[src/rtl/mult_pkg.sv]
// mult_pkg: shared state encoding, default sizes and operand pair type for the multiplier issuer
package mult_pkg;
    localparam int DEF_WIDTH   = 32;
    localparam int DEF_CW      = 8;
    localparam int DEF_TIMEOUT = 64;
    typedef enum logic [1:0] {IDLE = 2'd0, ISSUE = 2'd1, WAIT = 2'd2, RESP = 2'd3} state_t;
    typedef struct packed {
        logic [DEF_WIDTH-1:0] a;
        logic [DEF_WIDTH-1:0] b;
    } opnd_t;
endpackage

[src/rtl/mult_req_fifo.sv]
// mult_req_fifo: DEPTH-entry synchronous FIFO with count-based full/empty
module mult_req_fifo #(
    parameter int DEPTH = 4,
    parameter int W     = 64
) (
    input  logic                     clk,
    input  logic                     rst,
    input  logic                     push,
    input  logic                     pop,
    input  logic [W-1:0]             din,
    output logic [W-1:0]             dout,
    output logic                     full,
    output logic                     empty,
    output logic [$clog2(DEPTH):0]   count
);
    localparam int AW = $clog2(DEPTH);
    logic [W-1:0]  mem [DEPTH];
    logic [AW-1:0] wr_ptr, rd_ptr;
    logic          do_push, do_pop;
    assign full    = count == (AW+1)'(DEPTH);
    assign empty   = count == '0;
    assign do_push = push && !full;
    assign do_pop  = pop && !empty;
    assign dout    = mem[rd_ptr];
    // pointers wrap naturally since DEPTH is a power of two; count separates full from empty
    always_ff @(posedge clk or negedge rst) begin
        if (!rst) begin
            wr_ptr <= '0;
            rd_ptr <= '0;
            count  <= '0;
        end else begin
            if (do_push) wr_ptr <= wr_ptr + 1'b1;
            if (do_pop) rd_ptr <= rd_ptr + 1'b1;
            count <= count + (AW+1)'(do_push) - (AW+1)'(do_pop);
        end
    end
    // storage needs no reset: entries are only read after being written
    always_ff @(posedge clk) begin
        if (do_push) mem[wr_ptr] <= din;
    end
endmodule

[src/rtl/mult_issuer.sv]
// mult_issuer: queues operand pairs, issues them to a valid/done multiplier and returns product, latency and timeout
module mult_issuer import mult_pkg::*; #(
    parameter int WIDTH   = DEF_WIDTH,
    parameter int DEPTH   = 4,
    parameter int CW      = DEF_CW,
    parameter int TIMEOUT = DEF_TIMEOUT,
    parameter int MIN_LAT = 1
) (
    input  logic             clk,
    input  logic             rst,
    input  logic             req_valid,
    output logic             req_ready,
    input  logic [WIDTH-1:0] req_a,
    input  logic [WIDTH-1:0] req_b,
    output logic             m_valid,
    output logic [WIDTH-1:0] m_opA,
    output logic [WIDTH-1:0] m_opB,
    input  logic             m_done,
    input  logic [WIDTH-1:0] m_product,
    output logic             res_valid,
    input  logic             res_ready,
    output logic [WIDTH-1:0] res_product,
    output logic [CW-1:0]    res_cycles,
    output logic             res_timeout,
    output logic             busy
);
    state_t                  state, state_nx;
    logic [CW-1:0]           cnt, cnt_inc;
    logic [2*WIDTH-1:0]      head;
    logic [$clog2(DEPTH):0]  count;
    logic                    full, empty, pop, done_ok, tmo;

    mult_req_fifo #(.DEPTH(DEPTH), .W(2*WIDTH)) u_fifo (
        .clk   (clk),
        .rst   (rst),
        .push  (req_valid && req_ready),
        .pop   (pop),
        .din   ({req_a, req_b}),
        .dout  (head),
        .full  (full),
        .empty (empty),
        .count (count)
    );

    assign req_ready = !full;
    assign pop       = state == IDLE && !empty;
    assign m_valid   = state == ISSUE;
    assign res_valid = state == RESP;
    assign busy      = count != '0 || state != IDLE;
    assign cnt_inc   = cnt + 1'b1;
    assign done_ok   = m_done && cnt >= CW'(MIN_LAT);
    assign tmo       = cnt_inc == CW'(TIMEOUT);

    // state register
    always_ff @(posedge clk or negedge rst) begin
        if (!rst) state <= IDLE;
        else state <= state_nx;
    end

    // next state: done beats a coincident timeout since both lead to RESP and the datapath prefers done
    always_comb begin
        state_nx = state;
        unique case (state)
            IDLE:    if (!empty) state_nx = ISSUE;
            ISSUE:   state_nx = WAIT;
            WAIT:    if (done_ok || tmo) state_nx = RESP;
            RESP:    if (res_ready) state_nx = IDLE;
            default: state_nx = IDLE;
        endcase
    end

    // operand latch, latency counter and result capture
    always_ff @(posedge clk or negedge rst) begin
        if (!rst) begin
            m_opA       <= '0;
            m_opB       <= '0;
            cnt         <= '0;
            res_product <= '0;
            res_cycles  <= '0;
            res_timeout <= 1'b0;
        end else begin
            if (pop) {m_opA, m_opB} <= head;
            if (state == ISSUE) cnt <= '0;
            else if (state == WAIT && cnt != CW'(TIMEOUT)) cnt <= cnt_inc;
            if (state == WAIT && done_ok) begin
                res_product <= m_product;
                res_cycles  <= cnt_inc;
                res_timeout <= 1'b0;
            end else if (state == WAIT && tmo) begin
                res_product <= '0;
                res_cycles  <= CW'(TIMEOUT);
                res_timeout <= 1'b1;
            end
        end
    end
endmodule

[config.mk]
export PLATFORM = sky130hd
export DESIGN_NAME = mult_issuer
export DESIGN_NICKNAME = d
export VERILOG_FILES = /design/src/rtl/mult_pkg.sv /design/src/rtl/mult_req_fifo.sv /design/src/rtl/mult_issuer.sv
export SDC_FILE = /design/constraint.sdc
export NUM_CORES = 1
export LEC_CHECK = 0
export ABC_CLOCK_PERIOD_IN_PS = 2520
export BUFFER_PORTS_ARGS = -buffer_cell sky130_fd_sc_hd__buf_2
export CORE_UTILIZATION = 35
export DETAILED_ROUTE_END_ITERATION = 8
export PLACE_DENSITY_LB_ADDON = 0.12
export SYNTH_ARGS = -nofsm -noshare
export SYNTH_HDL_FRONTEND = slang
export SYNTH_SLANG_ARGS = --single-unit
[constraint.sdc]
create_clock -name clk -period 2.52 [get_ports clk]
set_input_delay 0.378 -clock clk [delete_from_list [all_inputs] [get_ports clk]]
set_output_delay 0.378 -clock clk [all_outputs]
set_load 0.05 [all_outputs]
==> summary.md <==
| Metric | Value |
|---|---|
| Slew Viols, Final | `0` |
| Post-synthesis mux area share | `15.2%` |
| Crit share post-route | `92.3%` |
| Number of I/O pins | `210` |
| Hold Crit Class | `in -> reg` |
| H-tree level count | `2` |
| Initial Utilization | `35.8%` |
| Die Height | `204 µm` |
| Die W | `204 µm` |
| Most frequent cells after synthesis | `edfxtp_1 (256), dfrtp_1 (122), nand2_1 (80)` |
| Post-synth EDFFs | `256` |
| Status | `completed` |
| Nets@finish | `1123` |
| Post-synthesis cell type count | `42` |
| Pwr Density | `1370 nW/µm²` |
| Row count | `73` |
| Routability Congestion | `0.776` |
| Simple-Gate Fraction of Synth Area | `3.74%` |
| Ant. Diodes | `0` |
| Root Driver | `clkbuf_16` |
| Max-cap violations | `0` |
| Initial antenna violation count | `0` |
| Worst Tran Pin Value | `0.499 ns` |
| Setup Skew | `0.00965 ns` |
| #FFs+latches synth | `378` |
| Synth-to-Final Area Change | `22.4%` |
| Iteration-0 DRC Markers | `364` |
| Routed WL per cell | `19.6 µm` |
| Half-perimeter wire length after detailed placement | `17700 µm` |
| Worst EP arrival | `1.95 ns` |
| Largest net degree at the start of global routing | `67` |
| First-pass GRT wire length | `47100 µm` |
| # setup viols final | `0` |
| Fin util | `43.8%` |
| CTS sink count | `378` |
| Total GRT Usage | `15.0%` |
| Final global-route overflow total | `0` |
| Routed vias | `7397` |
| Worst Path Max Fanout | `4` |
| Clock Latency Late Sink | `0.55 ns` |
| Unrepaired setup endpoints after global routing | `false` |
| Post-DP Area | `16200 µm²` |
| Maximum vdd drop | `0.790 mV` |
| Adder-cell share of the synthesized area | `1.45%` |
| Final Total Pwr | `24100 µW` |
| Final hold slack | `0.0355 ns` |
| Ys async rst share | `32.3%` |
| Tmin final | `2.33 ns` |
| Vias in the first global route | `7919` |
| 1st-pass router iterations | `4` |
| Cell area after layout | `17600 µm²` |
| DRC | `0` |
| Worst setup SP type | `flop` |
| Top cells by area, synth | `edfxtp_1 (54%), dfrtp_1 (21%), mux4_2 (10%), mux2_2 (5.0%), nand2_1 (2.1%)` |
| Largest family of logic cells by synthesized area | `multiplexers` |
| Critical path type | `reg -> out` |
| CTS tree | `yes` |
| Leakage power | `0.00664 µW` |
| Setup TNS | `0 ns` |
| Antenna Violating Nets Remaining | `0` |
| Share of layout cells above drive strength 1 | `40.8%` |
| Compound-gate portion of the synthesized area | `2.17%` |
| Core area | `40100 µm²` |
| Clock Tree Buf Depth | `3` |
| Post-synthesis sequential area ratio | `74.9%` |
| Routed vias/inst | `4.73` |
| WP data required | `2.14 ns` |
| Most common cell in the netlist | `edfxtp_1` |
| Port buffer count | `209` |
| Clock transition at the registers of the reported paths | `0.06 ns` |
| Syn nets | `882` |
| Post-CTS setup buffers | `0` |
| Synth warnings | `0` |
| Syn Inst Count | `765` |
| Die area | `41800 µm²` |
| Yosys top cell area share | `53.6%` |
| Worst setup EP type | `output port` |
| Cts bufs inserted | `42` |
| Slew headroom | `66.5%` |
| Synth area leader | `edfxtp_1` |
| Fin. Hold Viols | `0` |
| Xor and xnor area share after synthesis | `0.977%` |
| Fmax | `0.430 GHz` |
| Post-Syn Area | `14300 µm²` |
| Ys flop type | `edfxtp_1` |
| Mapped Avg Cell Area | `18.7 µm²` |
| WL final | `30600 µm` |
what timing repair did:
| action | 4_1_cts | 5_1_grt |
|---|---|---|
| hold buffers | 6 | 0 |
| gates resized for setup | 0 | 0 |
| endpoints found under the hold margin | 46 | 0 |
sequential cells by signal (all words and copies together) (netlist names):
signal and flops:
cnt 8, m_opA 32, m_opB 32, res_cycles 8, res_product 32, res_timeout 1
state 2, u_fifo.count 3, u_fifo.mem 256, u_fifo.rd_ptr 2, u_fifo.wr_ptr 2
through the flow:
step / cells / worst slack, ns
after floorplan: 765 / 0.203
after global placement: 1481 / 0.434
after detailed placement: 1481 / 0.380
after CTS: 1565 / 0.131
after global routing: 1565 / 0.0466
final: 1565 / 0.193
path summary, 6_finish.rpt:
kind | start | end | slack (ns) | cells past startpoint
max in group asynchronous | rst | cnt[7] | 1.49 | 3
max | state[0] | busy | 0.19 | 4
min | m_product[0] | res_product[0] | 0.04 | 3
min in group asynchronous | rst | cnt[0] | 0.30 | 2
max reg2reg | state[0] | state[1] | 0.38 | 7
min reg2reg | m_opA[25] | m_opA[25] | 0.50 | 1
per-layer routing:
metal	vias to the layer above	share of wire, %	track usage (%)
met1	3773	43	19.2
met2	172	49	24.7
met5	-	0	0
li1	3408	-	-
met4	0	1.9	4.08
met3	44	6.0	4.62
worst max-delay path: stages (launching register included):
cell,delay [ns]
dfrtp_1,0.40
inv_1,0.13
ha_1,0.18
or4b_4,0.46
buf_2,0.23
where the power goes:
| group | switching (µW) | total, µW | internal (µW) |
|---|---|---|---|
| combinational | 5840 | 8990 | 3150 |
| clock | 2350 | 5800 | 3450 |
| sequential | 762 | 9270 | 8510 |
logic make-up after synthesis:
kind of cell	Yosys count
compound gates	54
xor+xnor	16
fa+ha+maj	16
buf+inv	52
flops	378
mux	129
simple gates	120
final cells by class:
class / instances / area (µm²)
clock buffer: 70 / 1280
clock inverter: 8 / 33.8
fill: 3588 / 22500
inverter: 13 / 48.8
multi-input combinational: 335 / 3390
sequential: 378 / 10700
tap: 525 / 657
timing repair buffer: 236 / 1400
cell usage in the layout, fill, tap and decap left out, types with 2 or more instances in the layout:
| master | netlist | layout |
|---|---|---|
| nand4_1 | 3 | 3 |
| dfrtp_1 | 122 | 120 |
| clkbuf_16 | 0 | 45 |
| clkbuf_8 | 0 | 6 |
| dlygate4sd3_1 | 0 | 6 |
| dfrtp_4 | 0 | 2 |
| clkbuf_1 | 4 | 19 |
| buf_4 | 2 | 11 |
| inv_1 | 13 | 13 |
| ha_1 | 15 | 15 |
| xor2_1 | 9 | 9 |
| nand3_1 | 7 | 7 |
| nand2_1 | 80 | 80 |
| and3_4 | 0 | 4 |
| o21ai_0 | 36 | 36 |
| mux2_2 | 64 | 64 |
| clkinv_2 | 0 | 3 |
| nor2_1 | 14 | 14 |
| and2_1 | 2 | 2 |
| a21oi_1 | 3 | 3 |
| nor3_1 | 2 | 2 |
| buf_12 | 0 | 10 |
| buf_2 | 20 | 208 |
| o21a_1 | 2 | 2 |
| o22ai_1 | 5 | 5 |
| edfxtp_1 | 256 | 256 |
| mux4_2 | 64 | 64 |
| clkinv_1 | 0 | 5 |
| xnor2_1 | 7 | 7 |
Power figures use the tool's default switching activity.
